$ cat src/rtl/mem_stage_if.sv
// ALU_MEM entry, data-memory req/ack bus and writeback port of mem_stage, grouped as one bundle.
// The misalign_trap signal exists only when MEM_MISALIGN_TRAP_EN is defined.
interface mem_stage_if #(
  parameter int DATA_W = 32,
  parameter int REG_AW = 5
);
  logic              in_valid;
  logic [DATA_W-1:0] in_data;
  logic [DATA_W-1:0] in_store_data;
  logic [3:0]        in_mem_op;
  logic [REG_AW-1:0] in_rd;
  logic              in_reg_write;
  logic              stall;
  logic              dmem_req;
  logic              dmem_we;
  logic [DATA_W-1:0] dmem_addr;
  logic [DATA_W-1:0] dmem_wdata;
  logic [3:0]        dmem_wstrb;
  logic [DATA_W-1:0] dmem_rdata;
  logic              dmem_ack;
  logic              wb_valid;
  logic [DATA_W-1:0] wb_data;
  logic [REG_AW-1:0] wb_rd;
  logic              wb_reg_write;
  logic              mem_err;
`ifdef MEM_MISALIGN_TRAP_EN
  logic              misalign_trap;
`endif

  modport slave (
    input  in_valid, in_data, in_store_data, in_mem_op, in_rd, in_reg_write,
    input  dmem_rdata, dmem_ack,
    output stall, dmem_req, dmem_we, dmem_addr, dmem_wdata, dmem_wstrb,
    output wb_valid, wb_data, wb_rd, wb_reg_write, mem_err
`ifdef MEM_MISALIGN_TRAP_EN
    , output misalign_trap
`endif
  );

  modport master (
    output in_valid, in_data, in_store_data, in_mem_op, in_rd, in_reg_write,
    output dmem_rdata, dmem_ack,
    input  stall, dmem_req, dmem_we, dmem_addr, dmem_wdata, dmem_wstrb,
    input  wb_valid, wb_data, wb_rd, wb_reg_write, mem_err
`ifdef MEM_MISALIGN_TRAP_EN
    , input misalign_trap
`endif
  );
endinterface

$ cat src/rtl/mem_stage.sv
// Memory stage: ALU ops write back after 1 cycle, loads/stores after >=2 cycles over req/ack; stall held while BUSY.
// MEM_MISALIGN_TRAP_EN turns misaligned accesses into a 1-cycle trap instead of silently aligning them.
module mem_stage #(
  parameter int DATA_W      = 32,
  parameter int REG_AW      = 5,
  parameter int ACK_TIMEOUT = 255
) (
  input  logic        clk,
  input  logic        rst_n,
  mem_stage_if.slave  bus
);

  localparam logic [0:0] ST_IDLE = 1'b0;
  localparam logic [0:0] ST_BUSY = 1'b1;
  localparam logic [7:0] TO_LAST = 8'(ACK_TIMEOUT - 1);

  logic [0:0]        state_q, state_d;
  logic [7:0]        cnt_q, cnt_d;
  logic [1:0]        sz_q, sz_d;
  logic              uns_q, uns_d;
  logic              st_q, st_d;
  logic [1:0]        off_q, off_d;
  logic [REG_AW-1:0] rd_q, rd_d;
  logic              rw_q, rw_d;
  logic              req_q, req_d;
  logic              we_q, we_d;
  logic [DATA_W-1:0] addr_q, addr_d;
  logic [DATA_W-1:0] wdata_q, wdata_d;
  logic [3:0]        wstrb_q, wstrb_d;
  logic              wbv_q, wbv_d;
  logic [DATA_W-1:0] wbd_q, wbd_d;
  logic [REG_AW-1:0] wbrd_q, wbrd_d;
  logic              wbrw_q, wbrw_d;
  logic              err_q, err_d;

  logic [1:0]        size;
  logic              mem_op;
  logic              take_mem;
  logic [1:0]        eff_off;
  logic [3:0]        st_wstrb;
  logic [DATA_W-1:0] st_wdata;
  logic [7:0]        byte_sel;
  logic [15:0]       half_sel;
  logic [DATA_W-1:0] load_val;

  assign size   = bus.in_mem_op[1:0];
  assign mem_op = (size != 2'b00);

`ifdef MEM_MISALIGN_TRAP_EN
  logic misal;
  logic trap_q, trap_d;
  assign misal    = ((size == 2'b10) && bus.in_data[0]) ||
                    ((size == 2'b11) && (bus.in_data[1:0] != 2'b00));
  assign take_mem = bus.in_valid && mem_op && !misal;
  assign bus.misalign_trap = trap_q;
`else
  assign take_mem = bus.in_valid && mem_op;
`endif

  // Lane offset after forcing natural alignment; also the load-extraction offset.
  assign eff_off = (size == 2'b11) ? 2'b00 :
                   (size == 2'b10) ? {bus.in_data[1], 1'b0} : bus.in_data[1:0];

  always_comb begin
    st_wstrb = 4'b1111;
    st_wdata = bus.in_store_data;
    if (size == 2'b01) begin
      st_wstrb = 4'b0001 << eff_off;
      st_wdata = {4{bus.in_store_data[7:0]}};
    end else if (size == 2'b10) begin
      st_wstrb = eff_off[1] ? 4'b1100 : 4'b0011;
      st_wdata = {2{bus.in_store_data[15:0]}};
    end
  end

  assign byte_sel = bus.dmem_rdata[{off_q, 3'b000} +: 8];
  assign half_sel = off_q[1] ? bus.dmem_rdata[31:16] : bus.dmem_rdata[15:0];

  always_comb begin
    load_val = bus.dmem_rdata;
    if (sz_q == 2'b01)
      load_val = uns_q ? {24'b0, byte_sel} : {{24{byte_sel[7]}}, byte_sel};
    else if (sz_q == 2'b10)
      load_val = uns_q ? {16'b0, half_sel} : {{16{half_sel[15]}}, half_sel};
  end

  always_comb begin
    state_d = state_q;
    cnt_d   = cnt_q;
    sz_d    = sz_q;
    uns_d   = uns_q;
    st_d    = st_q;
    off_d   = off_q;
    rd_d    = rd_q;
    rw_d    = rw_q;
    req_d   = req_q;
    we_d    = we_q;
    addr_d  = addr_q;
    wdata_d = wdata_q;
    wstrb_d = wstrb_q;
    wbv_d   = 1'b0;
    wbd_d   = wbd_q;
    wbrd_d  = wbrd_q;
    wbrw_d  = wbrw_q;
    err_d   = 1'b0;
`ifdef MEM_MISALIGN_TRAP_EN
    trap_d  = 1'b0;
`endif
    if (state_q == ST_IDLE) begin
      if (bus.in_valid) begin
        if (!mem_op) begin
          wbv_d  = 1'b1;
          wbd_d  = bus.in_data;
          wbrd_d = bus.in_rd;
          wbrw_d = bus.in_reg_write && (bus.in_rd != '0);
        end
`ifdef MEM_MISALIGN_TRAP_EN
        else if (misal) begin
          wbv_d  = 1'b1;
          wbd_d  = bus.in_data;
          wbrd_d = bus.in_rd;
          wbrw_d = 1'b0;
          trap_d = 1'b1;
        end
`endif
        else begin
          state_d = ST_BUSY;
          cnt_d   = '0;
          sz_d    = size;
          uns_d   = bus.in_mem_op[3];
          st_d    = bus.in_mem_op[2];
          off_d   = eff_off;
          rd_d    = bus.in_rd;
          rw_d    = bus.in_reg_write && (bus.in_rd != '0) && !bus.in_mem_op[2];
          req_d   = 1'b1;
          we_d    = bus.in_mem_op[2];
          addr_d  = {bus.in_data[DATA_W-1:2], 2'b00};
          wdata_d = bus.in_mem_op[2] ? st_wdata : '0;
          wstrb_d = bus.in_mem_op[2] ? st_wstrb : 4'b0000;
        end
      end
    end else begin
      if (bus.dmem_ack) begin
        state_d = ST_IDLE;
        cnt_d   = '0;
        req_d   = 1'b0;
        wbv_d   = 1'b1;
        wbd_d   = st_q ? '0 : load_val;
        wbrd_d  = rd_q;
        wbrw_d  = rw_q;
      end else if (cnt_q == TO_LAST) begin
        // Abort: write back a harmless no-op so the pipeline keeps its entry count.
        state_d = ST_IDLE;
        cnt_d   = '0;
        req_d   = 1'b0;
        wbv_d   = 1'b1;
        wbd_d   = '0;
        wbrd_d  = rd_q;
        wbrw_d  = 1'b0;
        err_d   = 1'b1;
      end else begin
        cnt_d = cnt_q + 8'd1;
      end
    end
  end

  always_ff @(posedge clk or negedge rst_n) begin
    if (!rst_n) begin
      state_q <= ST_IDLE;
      cnt_q   <= '0;
      sz_q    <= '0;
      uns_q   <= 1'b0;
      st_q    <= 1'b0;
      off_q   <= '0;
      rd_q    <= '0;
      rw_q    <= 1'b0;
      req_q   <= 1'b0;
      we_q    <= 1'b0;
      addr_q  <= '0;
      wdata_q <= '0;
      wstrb_q <= '0;
      wbv_q   <= 1'b0;
      wbd_q   <= '0;
      wbrd_q  <= '0;
      wbrw_q  <= 1'b0;
      err_q   <= 1'b0;
`ifdef MEM_MISALIGN_TRAP_EN
      trap_q  <= 1'b0;
`endif
    end else begin
      state_q <= state_d;
      cnt_q   <= cnt_d;
      sz_q    <= sz_d;
      uns_q   <= uns_d;
      st_q    <= st_d;
      off_q   <= off_d;
      rd_q    <= rd_d;
      rw_q    <= rw_d;
      req_q   <= req_d;
      we_q    <= we_d;
      addr_q  <= addr_d;
      wdata_q <= wdata_d;
      wstrb_q <= wstrb_d;
      wbv_q   <= wbv_d;
      wbd_q   <= wbd_d;
      wbrd_q  <= wbrd_d;
      wbrw_q  <= wbrw_d;
      err_q   <= err_d;
`ifdef MEM_MISALIGN_TRAP_EN
      trap_q  <= trap_d;
`endif
    end
  end

  // Gated by rst_n so every output reads 0 while reset is asserted.
  assign bus.stall        = rst_n && ((state_q == ST_BUSY) || take_mem);
  assign bus.dmem_req     = req_q;
  assign bus.dmem_we      = we_q;
  assign bus.dmem_addr    = addr_q;
  assign bus.dmem_wdata   = wdata_q;
  assign bus.dmem_wstrb   = wstrb_q;
  assign bus.wb_valid     = wbv_q;
  assign bus.wb_data      = wbd_q;
  assign bus.wb_rd        = wbrd_q;
  assign bus.wb_reg_write = wbrw_q;
  assign bus.mem_err      = err_q;

endmodule

$ cat src/flat_wrapper.sv
// flat-port wrapper written by rule: the top's interface ports become plain ports
module mem_stage_flat 
#(
  parameter int DATA_W      = 32,
  parameter int REG_AW      = 5,
  parameter int ACK_TIMEOUT = 255
)
  (clk, rst_n, bus_in_valid, bus_in_data, bus_in_store_data, bus_in_mem_op, bus_in_rd, bus_in_reg_write, bus_dmem_rdata, bus_dmem_ack, bus_stall, bus_dmem_req, bus_dmem_we, bus_dmem_addr, bus_dmem_wdata, bus_dmem_wstrb, bus_wb_valid, bus_wb_data, bus_wb_rd, bus_wb_reg_write, bus_mem_err);
  mem_stage_if #(.DATA_W(DATA_W), .REG_AW(REG_AW)) bus_i ();
  input  logic clk;
  input  logic rst_n;
  input wire logic [$bits(bus_i.in_valid)-1:0] bus_in_valid;
  input wire logic [$bits(bus_i.in_data)-1:0] bus_in_data;
  input wire logic [$bits(bus_i.in_store_data)-1:0] bus_in_store_data;
  input wire logic [$bits(bus_i.in_mem_op)-1:0] bus_in_mem_op;
  input wire logic [$bits(bus_i.in_rd)-1:0] bus_in_rd;
  input wire logic [$bits(bus_i.in_reg_write)-1:0] bus_in_reg_write;
  input wire logic [$bits(bus_i.dmem_rdata)-1:0] bus_dmem_rdata;
  input wire logic [$bits(bus_i.dmem_ack)-1:0] bus_dmem_ack;
  output wire logic [$bits(bus_i.stall)-1:0] bus_stall;
  output wire logic [$bits(bus_i.dmem_req)-1:0] bus_dmem_req;
  output wire logic [$bits(bus_i.dmem_we)-1:0] bus_dmem_we;
  output wire logic [$bits(bus_i.dmem_addr)-1:0] bus_dmem_addr;
  output wire logic [$bits(bus_i.dmem_wdata)-1:0] bus_dmem_wdata;
  output wire logic [$bits(bus_i.dmem_wstrb)-1:0] bus_dmem_wstrb;
  output wire logic [$bits(bus_i.wb_valid)-1:0] bus_wb_valid;
  output wire logic [$bits(bus_i.wb_data)-1:0] bus_wb_data;
  output wire logic [$bits(bus_i.wb_rd)-1:0] bus_wb_rd;
  output wire logic [$bits(bus_i.wb_reg_write)-1:0] bus_wb_reg_write;
  output wire logic [$bits(bus_i.mem_err)-1:0] bus_mem_err;
  assign bus_i.in_valid = bus_in_valid;
  assign bus_i.in_data = bus_in_data;
  assign bus_i.in_store_data = bus_in_store_data;
  assign bus_i.in_mem_op = bus_in_mem_op;
  assign bus_i.in_rd = bus_in_rd;
  assign bus_i.in_reg_write = bus_in_reg_write;
  assign bus_i.dmem_rdata = bus_dmem_rdata;
  assign bus_i.dmem_ack = bus_dmem_ack;
  assign bus_stall = bus_i.stall;
  assign bus_dmem_req = bus_i.dmem_req;
  assign bus_dmem_we = bus_i.dmem_we;
  assign bus_dmem_addr = bus_i.dmem_addr;
  assign bus_dmem_wdata = bus_i.dmem_wdata;
  assign bus_dmem_wstrb = bus_i.dmem_wstrb;
  assign bus_wb_valid = bus_i.wb_valid;
  assign bus_wb_data = bus_i.wb_data;
  assign bus_wb_rd = bus_i.wb_rd;
  assign bus_wb_reg_write = bus_i.wb_reg_write;
  assign bus_mem_err = bus_i.mem_err;
  mem_stage #(.DATA_W(DATA_W), .REG_AW(REG_AW), .ACK_TIMEOUT(ACK_TIMEOUT)) u_core (.clk(clk), .rst_n(rst_n), .bus(bus_i));
endmodule
$ cat config.mk
export PLATFORM = sky130hd
export DESIGN_NAME = mem_stage_flat
export DESIGN_NICKNAME = d
export VERILOG_FILES = /design/src/rtl/mem_stage_if.sv /design/src/rtl/mem_stage.sv /design/src/flat_wrapper.sv
export SDC_FILE = /design/constraint.sdc
export NUM_CORES = 1
export LEC_CHECK = 0
export BUFFER_PORTS_ARGS = -buffer_cell sky130_fd_sc_hd__buf_2
export CAP_MARGIN = 40
export CORE_MARGIN = 5
export CORE_UTILIZATION = 51
export CTS_CLUSTER_SIZE = 25
export DETAILED_ROUTE_END_ITERATION = 16
export GPL_TIMING_DRIVEN = 0
export PLACE_DENSITY = 0.87
export SLEW_MARGIN = 30
export SYNTH_ARGS = -nofsm -noshare
export SYNTH_HDL_FRONTEND = slang
export SYNTH_SLANG_ARGS = --single-unit
$ cat constraint.sdc
create_clock -name clk -period 2.25 [get_ports clk]
set_input_delay 0.45 -clock clk [delete_from_list [all_inputs] [get_ports clk]]
set_output_delay 0.45 -clock clk [all_outputs]
set_load 0.02 [all_outputs]
==> results of run 1 <==
[worst paths after layout]
kind | depth (start not counted) | slack [ps] | endpoint | from
worst max-delay path | 6 | 160 | u_core.bus.dmem_wstrb[0]$_DFFE_PN0P_ | u_core.state_q$_DFF_PN0_
worst min-delay path | 1 | 5 | u_core.bus.dmem_addr[21]$_DFFE_PN0P_ | rst_n
worst max register to register | 6 | 160 | u_core.bus.dmem_wstrb[0]$_DFFE_PN0P_ | u_core.state_q$_DFF_PN0_
worst min register to register | 2 | 460 | u_core.bus.dmem_addr[5]$_DFFE_PN0P_ | u_core.bus.dmem_addr[5]$_DFFE_PN0P_
max in group asynchronous | 2 | 1540 | u_core.bus.dmem_wdata[21]$_DFFE_PN0P_ | rst_n
min in group clk | 3 | 230 | u_core.bus.dmem_addr[22]$_DFFE_PN0P_ | bus_in_data[22]
[metrics by stage]
| step | total power (µW) | instances | setup slack [ps] |
|---|---|---|---|
| final | 8932 | 1118 | 162.5 |
| after global routing | 9364 | 1116 | -2.067 |
| after CTS | 8927 | 1116 | 10.60 |
| after detailed placement | 6129 | 1087 | 20.66 |
| after global placement | 6019 | 1086 | -1338 |
| after floorplan | 5018 | 696 | 441.1 |
[worst max-delay path: stages, from the launching register on]
cell and delay, ps:
dfrtp_1 380, clkinv_1 280, nand3_1 210, clkbuf_1 450
clkbuf_1 440, nand2_1 110, o31ai_1 100
[what timing repair did]
item,4_1_cts,5_1_grt
hold buffers,0,0
endpoints found under the setup margin,1,14
gates resized for setup,1,10
[power by group through the flow]
stage	Sequential (µW)	Combinational (µW)	Clock (µW)
finish	3200	2950	2780
global route	3260	3190	2920
CTS	3190	2950	2790
detailed placement	3220	2910	0
global placement	3190	2830	0
floorplan	3800	1220	0
[cell type report]
class / count / area share
repair buffers: 219 / 0.1330
flip-flops and latches: 128 / 0.3775
inverters: 7 / 0.003096
plain buffers: 52 / 0.02919
clock buffers: 23 / 0.05633
well taps: 172 / 0.02536
clock inverters: 6 / 0.01268
diodes: 2 / 0.0005898
multi-input cells: 509 / 0.3623
[cell families (layout without fill, tap and decap cells)]
kind of cell | count (synthesis) | in the layout
buf+inv | 59 | 307
simple gates | 265 | 265
xor+xnor | 1 | 1
fa+ha+maj | 2 | 2
other cells | 1 | 4
mux | 65 | 65
compound gates | 174 | 174
flops | 128 | 128
[flip-flops by register name, indices dropped and copies added (netlist names), 2 cells and up]
| register | flops |
|---|---|
| u_core.off_q | 2 |
| u_core.cnt_q | 8 |
| u_core.bus.wb_data | 32 |
| u_core.bus.dmem_wstrb | 4 |
| u_core.bus.dmem_addr | 30 |
| u_core.rd_q | 5 |
| u_core.sz_q | 2 |
| u_core.bus.wb_rd | 5 |
| u_core.bus.dmem_wdata | 32 |
[cell usage after synthesis (2+ instances only)]
cell type / instances
o211ai_1: 16
buf_2: 16
nand2_1: 188
dfrtp_1: 128
and3_1: 2
nand3_1: 14
mux2_2: 13
o22ai_1: 8
buf_1: 3
mux2i_1: 40
buf_4: 3
o221ai_1: 7
a22oi_1: 6
a21oi_1: 38
nand2b_1: 5
nor2_1: 39
o21ai_0: 47
clkbuf_1: 28
mux2_4: 11
o31ai_1: 5
nor2b_1: 5
clkinv_1: 2
a2bb2oi_1: 8
a211oi_1: 8
a21o_1: 3
ha_1: 2
a22oi_2: 10
nor3b_1: 2
inv_1: 4
a221o_1: 8
buf_6: 2
nand3b_1: 2
[routing by layer]
layer | routed length [µm] | up-vias | GRT usage
met5 | 0 | - | 0
met4 | 636 | 0 | 0.1066
met3 | 2349 | 50 | 0.08143
met2 | 10680 | 367 | 0.4805
met1 | 8137 | 3052 | 0.3615
li1 | - | 2916 | -
==> out/metrics.yaml, run 1 <==
synth_top_family_by_area: "compound AO/OA/AOI/OAI gates"
max_slew_margin: 0.4962
worstHoldPathType: "primary input to asynchronous set/reset pin"
whs_ps: 4.855
timing.final.max_slew_violations: 0
place_area_um2: 7878
fp.dieH_um: 123.2
clockBufferDepth: 2
postSynthAreaPerCell_um2: 9.396
vias_per_cell: 5.711
rsz0062_at_grt: "true"
firstDrtPassIters: 5
synth.distinct_cells: 54
powerDensity_nw_per_um2: 1053
final_common_cell: "buf_2"
drt_iter0_drc: 746
core-area_um2: 12570
synth_async_sr_flop_share: 1.000
multi_input_area_um2: 3074
cts_sinks: 128
port_buffers: 218
synthTopCellsByArea: "dfrtp_1 49%, nand2_1 11%, mux2i_1 6.1%"
area_delta_synth_final_pct: 29.95
cts_tree: "built"
gp_congestion: 0.9608
die_x_um: 123.2
yosysTopAreaCell: "dfrtp_1"
timing_hold_violations_final: 0
setup_violations: 0
ys_seq_area_frac: 0.4905
fin_crit_sh: 0.9278
crit_path_start_kind: "flop"
seq_power_share: 0.358
synth_xor_area_frac: 0.001341
maxCapViolCount: 0
synth-adder-area-share: 0.003832
final_cell_mix: "233 x buf_2, 188 x nand2_1, 128 x dfrtp_1"
synth.top_cell.area_share: 0.4905
crit_fanout: 10
die_area_um2: 15170
fin_tns_setup_ps: 0
vias: 6385
grtUsageTotal: 0.2896
synth_ff_type: "dfrtp_1"
num_rows: 41
clock_skew_ps: 9.519
switching_power_uw: 3189
cts_made_buffers: 17
pwr-share-clk: 0.312
tightest_slew_ps: 755.8
ant_nets: 0
ys_warn_count: 0
antenna_found_initial: 0
cts-root-buf: "clkbuf_16"
criticalPathCategory: "flop to flop"
final_nets: 1046
clkTransAtPathRegs_ps: 60
drc: 0
synth_edf_count: 0
initial_core_util: 0.5196
yosys.area_share.simple: 0.1663
post_cts.repair.setup_buffers: 0
fmax_mhz: 479.0
ioPinCount: 221
p_int_uw: 5744
fin_util: 0.6752
overflow: 0
worstSetupEndpointType: "flop"
ys_ff_latch: 128
drive_gt1_frac: 0.3294
regArea_um2: 3203
ir_worst_vdd_mv: 0.5357
post-dp-hpwl_um: 16110
switching_share: 0.3570
grt_max_degree: 83
synth_compound_area_frac: 0.1839
combPwrFrac: 0.330
synth_mux_area_frac: 0.1125
fillers: 992
insertion_delay_ps: 420
grt_pass1_vias: 6333
finalWirelength_um: 21800
routedWlPerCell_um: 19.50
period_needed_ps: 2087
static-leakage-power_uw: 0.004354
critPathArrivalTime_ps: 2400
htreeDepth: 4
status: "complete, no violations"
grt_pass1_wl_um: 33570
netlist_area_um2: 6530
required_ps: 2560
final_area_um2: 8486
synth_cells: 695
(Power assumes the default switching activity.)
==> inputs of run 2 (changes only) <==
CORE_ASPECT_RATIO = 0.9   (was not set)
MAX_ROUTING_LAYER = met4   (was not set)
==> run 2 against run 1 <==
Die area barely moved. Highest routed layer unchanged. Flip-flop and latch count unchanged. Sequential power is essentially flat. Critical path type is now primary input to primary output.
==> out/metrics.yaml, run 2 (synthesized netlist as in run 1, its figures left out) <==
drc: 0  # unchanged
worstHoldPathType: "primary input to flop"
fp.dieH_um: 117.4  # -4.7%
powerDensity_nw_per_um2: 1051  # -0.11%
port_buffers: 218  # unchanged
fin_util: 0.6737  # -0.001466
fin_tns_setup_ps: 0  # unchanged
instances_no_fill: 1113  # -0.45%
status: "complete, no violations"
r2r_start: "u_core.state_q$_DFF_PN0_"
grt_pass1_vias: 6091  # -3.8%
final_common_cell: "buf_2"
insertion_delay_ps: 430  # about the same
max_stage_delay_ps: 580  # +130 ps
min_to: "u_core.bus.dmem_addr[9]$_DFFE_PN0P_"
vias: 6347  # -0.60%
reg2reg_slack_ps: 200  # +40 ps
place_ws_ps: -48.73  # -69.38 ps
cp_slowest_cell: "dlygate4sd3_1"
ioPinCount: 221  # unchanged
hp-start: "bus_in_data[9]"
vias_per_cell: 5.703  # -0.15%
post-dp-hpwl_um: 15490  # -3.9%
htreeDepth: 4  # unchanged
required_ps: 1800  # -760 ps
crit_path_start_kind: "primary input"
drive_gt1_frac: 0.3344  # +0.004939
max_slew_margin: 0.4606  # -0.03557
critPathArrivalTime_ps: 1710  # -690 ps
final_nets: 1047  # +0.096%
cts-root-buf: "clkbuf_16"
initial_core_util: 0.5167  # -0.002880
maxCapViolCount: 0  # unchanged
routedWlPerCell_um: 19.05  # -2.3%
num_rows: 39  # -4.9%
path_delay_family: "buffers and inverters"
overflow: 0  # unchanged
clock_skew_ps: 8.678  # -0.8404 ps
fin_crit_sh: 0.9588  # +0.03104
cts_made_buffers: 17  # unchanged
rr_worst_depth: 7  # +1
clockBufferDepth: 2  # unchanged
grt_max_degree: 75  # -9.6%
timing_hold_violations_final: 0  # unchanged
multi_input_area_um2: 3074  # unchanged
gp_congestion: 0.9671  # +0.66%
tightest_slew_ps: 809.1  # +53.35 ps
finalWirelength_um: 21210  # -2.7%
fillers: 989  # -0.30%
timing.final.max_slew_violations: 0  # unchanged
worstSetupEndpointType: "primary output"
path_cells: "dlygate4sd3_1 -> buf_12 -> nor2b_1 -> buf_2"
antenna_found_initial: 1  # +1
cts_tree: "built"
grt_pass1_wl_um: 32600  # -2.9%
rr_endpoint: "u_core.bus.dmem_addr[25]$_DFFE_PN0P_"
path_buf_inv: 3  # unchanged
regArea_um2: 3203  # unchanged
die_x_um: 129.3  # +5.0%
cts_sinks: 128  # unchanged
setup_violations: 0  # unchanged
clkTransAtPathRegs_ps: 50  # about the same
ir_worst_vdd_mv: 0.6830  # +28%
ant_nets: 0  # unchanged
crit_fanout: 56  # +46
drt_iter0_drc: 536  # -28%
power_uw: 8953  # +0.23%
fmax_mhz: 463.5  # -3.2%
postLayoutSetupSlackWorst_ps: 92.67  # -69.85 ps
firstDrtPassIters: 5  # unchanged
area_delta_synth_final_pct: 30.39
criticalPathCategory: "primary input to primary output"
rsz0062_at_grt: "false"
grtUsageTotal: 0.2827  # -0.006850
static-leakage-power_uw: 0.004376  # +0.51%
core-area_um2: 12640  # +0.56%
post-place-cells: 1079  # -0.74%
period_needed_ps: 2157  # +69.85 ps
min_path_cells: 3
final_cell_mix: "233 x buf_2, 188 x nand2_1, 128 x dfrtp_1"
die_area_um2: 15170  # about the same
post_cts.repair.setup_buffers: 0  # unchanged
run 2: layout make-up:
class | count | share of cell area
antenna | 1 | 0.0002939
buffer | 52 | 0.02910
clock buffer | 23 | 0.05966
clock inverter | 9 | 0.01220
inverter | 7 | 0.003086
multi-input combinational | 509 | 0.3611
sequential | 128 | 0.3762
tap | 164 | 0.02410
timing repair buffer | 220 | 0.1343
run 2: stage by stage:
step	hold WS, ps	area [µm²]
after floorplan	154.4	6534
after global placement	446.1	7830
after detailed placement	390.9	7868
after CTS	233.8	8501
after global routing	229.8	8514
final	237.3	8514
run 2: worst register-to-register path: cells and delay by family, from the launching register on:
kind                   cells  cell delay [ps]
and+or+nand+nor            3              360
DFF                        1              420
buffers and inverters      4             1220
run 2: per-layer routing:
layer	wire length, µm	GRT usage	up-vias
met5	0	-	-
met4	685	0.1181	0
met3	1744	0.06591	62
met2	9995	0.4135	331
met1	8781	0.3789	3030
li1	-	-	2924
run 2: power breakdown:
part	internal (µW)	leakage, µW	total [µW]	switching (µW)
clock network	1800	0.000301	2810	1010
registers	2840	0.00163	3200	351
logic	1100	0.00245	2950	1850
total	5740	0.00438	8950	3210
run 2: how the worst max path moves through the flow:
stage | start | slack, ps | endpoint | cells past startpoint
floorplan | bus_in_mem_op[0] | 440 | bus_stall | 3
global placement | rst_n | -1270 | bus_stall | 3
detailed placement | bus_in_mem_op[0] | -50 | u_core.bus.dmem_wstrb[2]$_DFFE_PN0P_ | 7
CTS | rst_n | 10 | bus_stall | 4
global route | rst_n | 2 | bus_stall | 4
finish | rst_n | 90 | bus_stall | 4
run 2: what timing repair did:
action,4_1_cts,5_1_grt
gates resized for setup,2,9
gates cloned,0,0
hold buffers,1,0
endpoints found under the hold margin,54,0
endpoints found under the setup margin,1,45
==> inputs of run 3 (changes only) <==
BUFFER_PORTS_ARGS = -buffer_cell sky130_fd_sc_hd__clkbuf_2   (was -buffer_cell sky130_fd_sc_hd__buf_2)
PLACE_DENSITY = 0.78   (was 0.87)
==> run 3 against run 2 <==
The flow now finishes with violations (negative hold slack). Clock skew down 1.2 ps. Highest routed layer unchanged. Clock-buffer cell count unchanged. First-iteration DRC count grew 3.5%. Non-clock buffer count is 1 lower.
==> out/metrics.yaml, run 3 (synthesized netlist as in run 1, its figures left out) <==
fmax_mhz: 491.4  # +6.0%
fin_crit_sh: 0.9045  # -0.05433
route.met2.wl_um: 9730  # -2.7%
vias: 6305  # -0.66%
met3_length_um: 1947  # +12%
crit_path_start_kind: "primary input"
period_needed_ps: 2035  # -122.2 ps
worstHoldPathType: "primary input to asynchronous set/reset pin"
port_buffers: 218  # unchanged
fp.dieH_um: 117.4  # unchanged
overflow: 0  # unchanged
num_rows: 39  # unchanged
clkTransAtPathRegs_ps: 50  # about the same
max_slew_margin: 0.4942  # +0.03358
timing_hold_violations_final: 28  # +28
whs_ps: -21.90  # -259.2 ps
core-area_um2: 12640  # unchanged
required_ps: 1800  # about the same
static-leakage-power_uw: 0.004394  # +0.41%
violations: "negative hold slack"
tightest_slew_ps: 758.8  # -50.37 ps
multi_input_area_um2: 3074  # unchanged
final_common_cell: "clkbuf_2"
regArea_um2: 3203  # unchanged
ir_worst_vdd_mv: 0.5593  # -18%
routedWlPerCell_um: 19.06  # about the same
grt_pass1_vias: 6174  # +1.4%
finalWirelength_um: 21180  # -0.12%
post_cts.repair.setup_buffers: 0  # unchanged
criticalPathCategory: "primary input to primary output"
critPathArrivalTime_ps: 1590  # -120 ps
drt_iter0_drc: 555  # +3.5%
clockBufferDepth: 2  # unchanged
htreeDepth: 4  # unchanged
setup_violations: 0  # unchanged
final_nets: 1046  # -0.096%
wl_met1_um: 8956  # +2.0%
powerDensity_nw_per_um2: 1082  # +2.9%
grt_pass1_wl_um: 32920  # +0.99%
crit_fanout: 67  # +20%
gp_congestion: 0.9488  # -1.9%
place_ws_ps: -10.87  # +37.85 ps
die_area_um2: 15170  # unchanged
firstDrtPassIters: 8  # +3
vias_per_cell: 5.675  # -0.48%
post-place-cells: 1079  # unchanged
rsz0062_at_grt: "false"
worstSetupEndpointType: "primary output"
postLayoutSetupSlackWorst_ps: 214.9  # +122.2 ps
antenna_found_initial: 0  # -1
timing.final.max_slew_violations: 0  # unchanged
grt_max_degree: 68  # -9.3%
ioPinCount: 221  # unchanged
final_cell_mix: "221 x clkbuf_2, 188 x nand2_1, 128 x dfrtp_1"
clock_skew_ps: 7.495  # -1.183 ps
status: "finished with violations"
post-dp-hpwl_um: 15600  # +0.73%
fillers: 1046  # +5.8%
grtUsageTotal: 0.2875  # +0.004784
initial_core_util: 0.5167  # unchanged
cts_tree: "built"
cts-root-buf: "clkbuf_16"
drc: 0  # unchanged
insertion_delay_ps: 420  # about the same
ant_nets: 0  # unchanged
area_delta_synth_final_pct: 31.08
maxUsedRoutingLayer: "met4"
drive_gt1_frac: 0.3337  # -0.0007029
maxCapViolCount: 0  # unchanged
die_x_um: 129.3  # unchanged
cts_sinks: 128  # unchanged
cts_made_buffers: 17  # unchanged
instances_no_fill: 1111  # -0.18%
n_antenna_cell: 0  # -1
## run 3: cell count changes in the layout (fill, tap and decap cells not counted)
cell	delta
bufinv_16	+3
diode_2	-1
clkinvlp_4	-1
buf_8	+1
buf_2	-216
clkbuf_8	-1
clkinv_2	-2
buf_12	-1
dlygate4sd3_1	-1
clkbuf_2	+216
clkbuf_1	+1
## run 3: final timing paths
check                                      startpoint                               endpoint  slack [ps]  cells past startpoint
min in group clk                     bus_in_mem_op[3]               u_core.uns_q$_DFFE_PN0P_         230                      3
max in group asynchronous                       rst_n  u_core.bus.dmem_wdata[22]$_DFFE_PN0P_        1590                      2
max                                             rst_n                              bus_stall         210                      4
min                                             rst_n   u_core.bus.dmem_addr[19]$_DFFE_PN0P_         -20                      1
max reg2reg                  u_core.state_q$_DFF_PN0_   u_core.bus.dmem_wdata[0]$_DFFE_PN0P_         210                      6
min reg2reg                u_core.rd_q[0]$_DFFE_PN0P_             u_core.rd_q[0]$_DFFE_PN0P_         470                      2
## run 3: where the power goes
part           switching (µW)  internal [µW]  total (µW)  leakage, µW
clock                    1020           2110        3130     0.000329
sequential                380           2840        3220      0.00163
combinational            1830           1080        2910      0.00244
total                    3230           6040        9260      0.00439
## run 3: what timing repair did
action / 4_1_cts / 5_1_grt
setup endpoints to repair: 1 / 41
hold buffers: 0 / 0
resized for setup: 3 / 8
## run 3: critical path, stage by stage
cell and delay, ps:
buf_8 390, buf_16 330, nor2b_1 180, clkbuf_2 190
## run 3: layer usage
layer,GRT usage,vias to the layer above
li1,-,2923
met1,0.3866,3007
met2,0.4239,328
met3,0.06364,47
met4,0.1148,0
met5,-,-
## run 3: area by class of cell
type,instances,area share
multi-input combinational,509,0.3592
buffer,52,0.02894
tap,164,0.02397
clock buffer,23,0.05818
clock inverter,9,0.02061
sequential,128,0.3742
inverter,7,0.003070
timing repair buffer,219,0.1319
## run 3: per-stage QoR
step	utilization	total power, µW	instance area, µm²	TNS [ps]
final	0.6773	9263	8559	0
after CTS	0.6768	9280	8553	0
after global routing	0.6773	9686	8559	0
after detailed placement	0.6224	6112	7866	-11.78
after floorplan	-	5018	6534	0
after global placement	0.6195	6045	7830	-172990
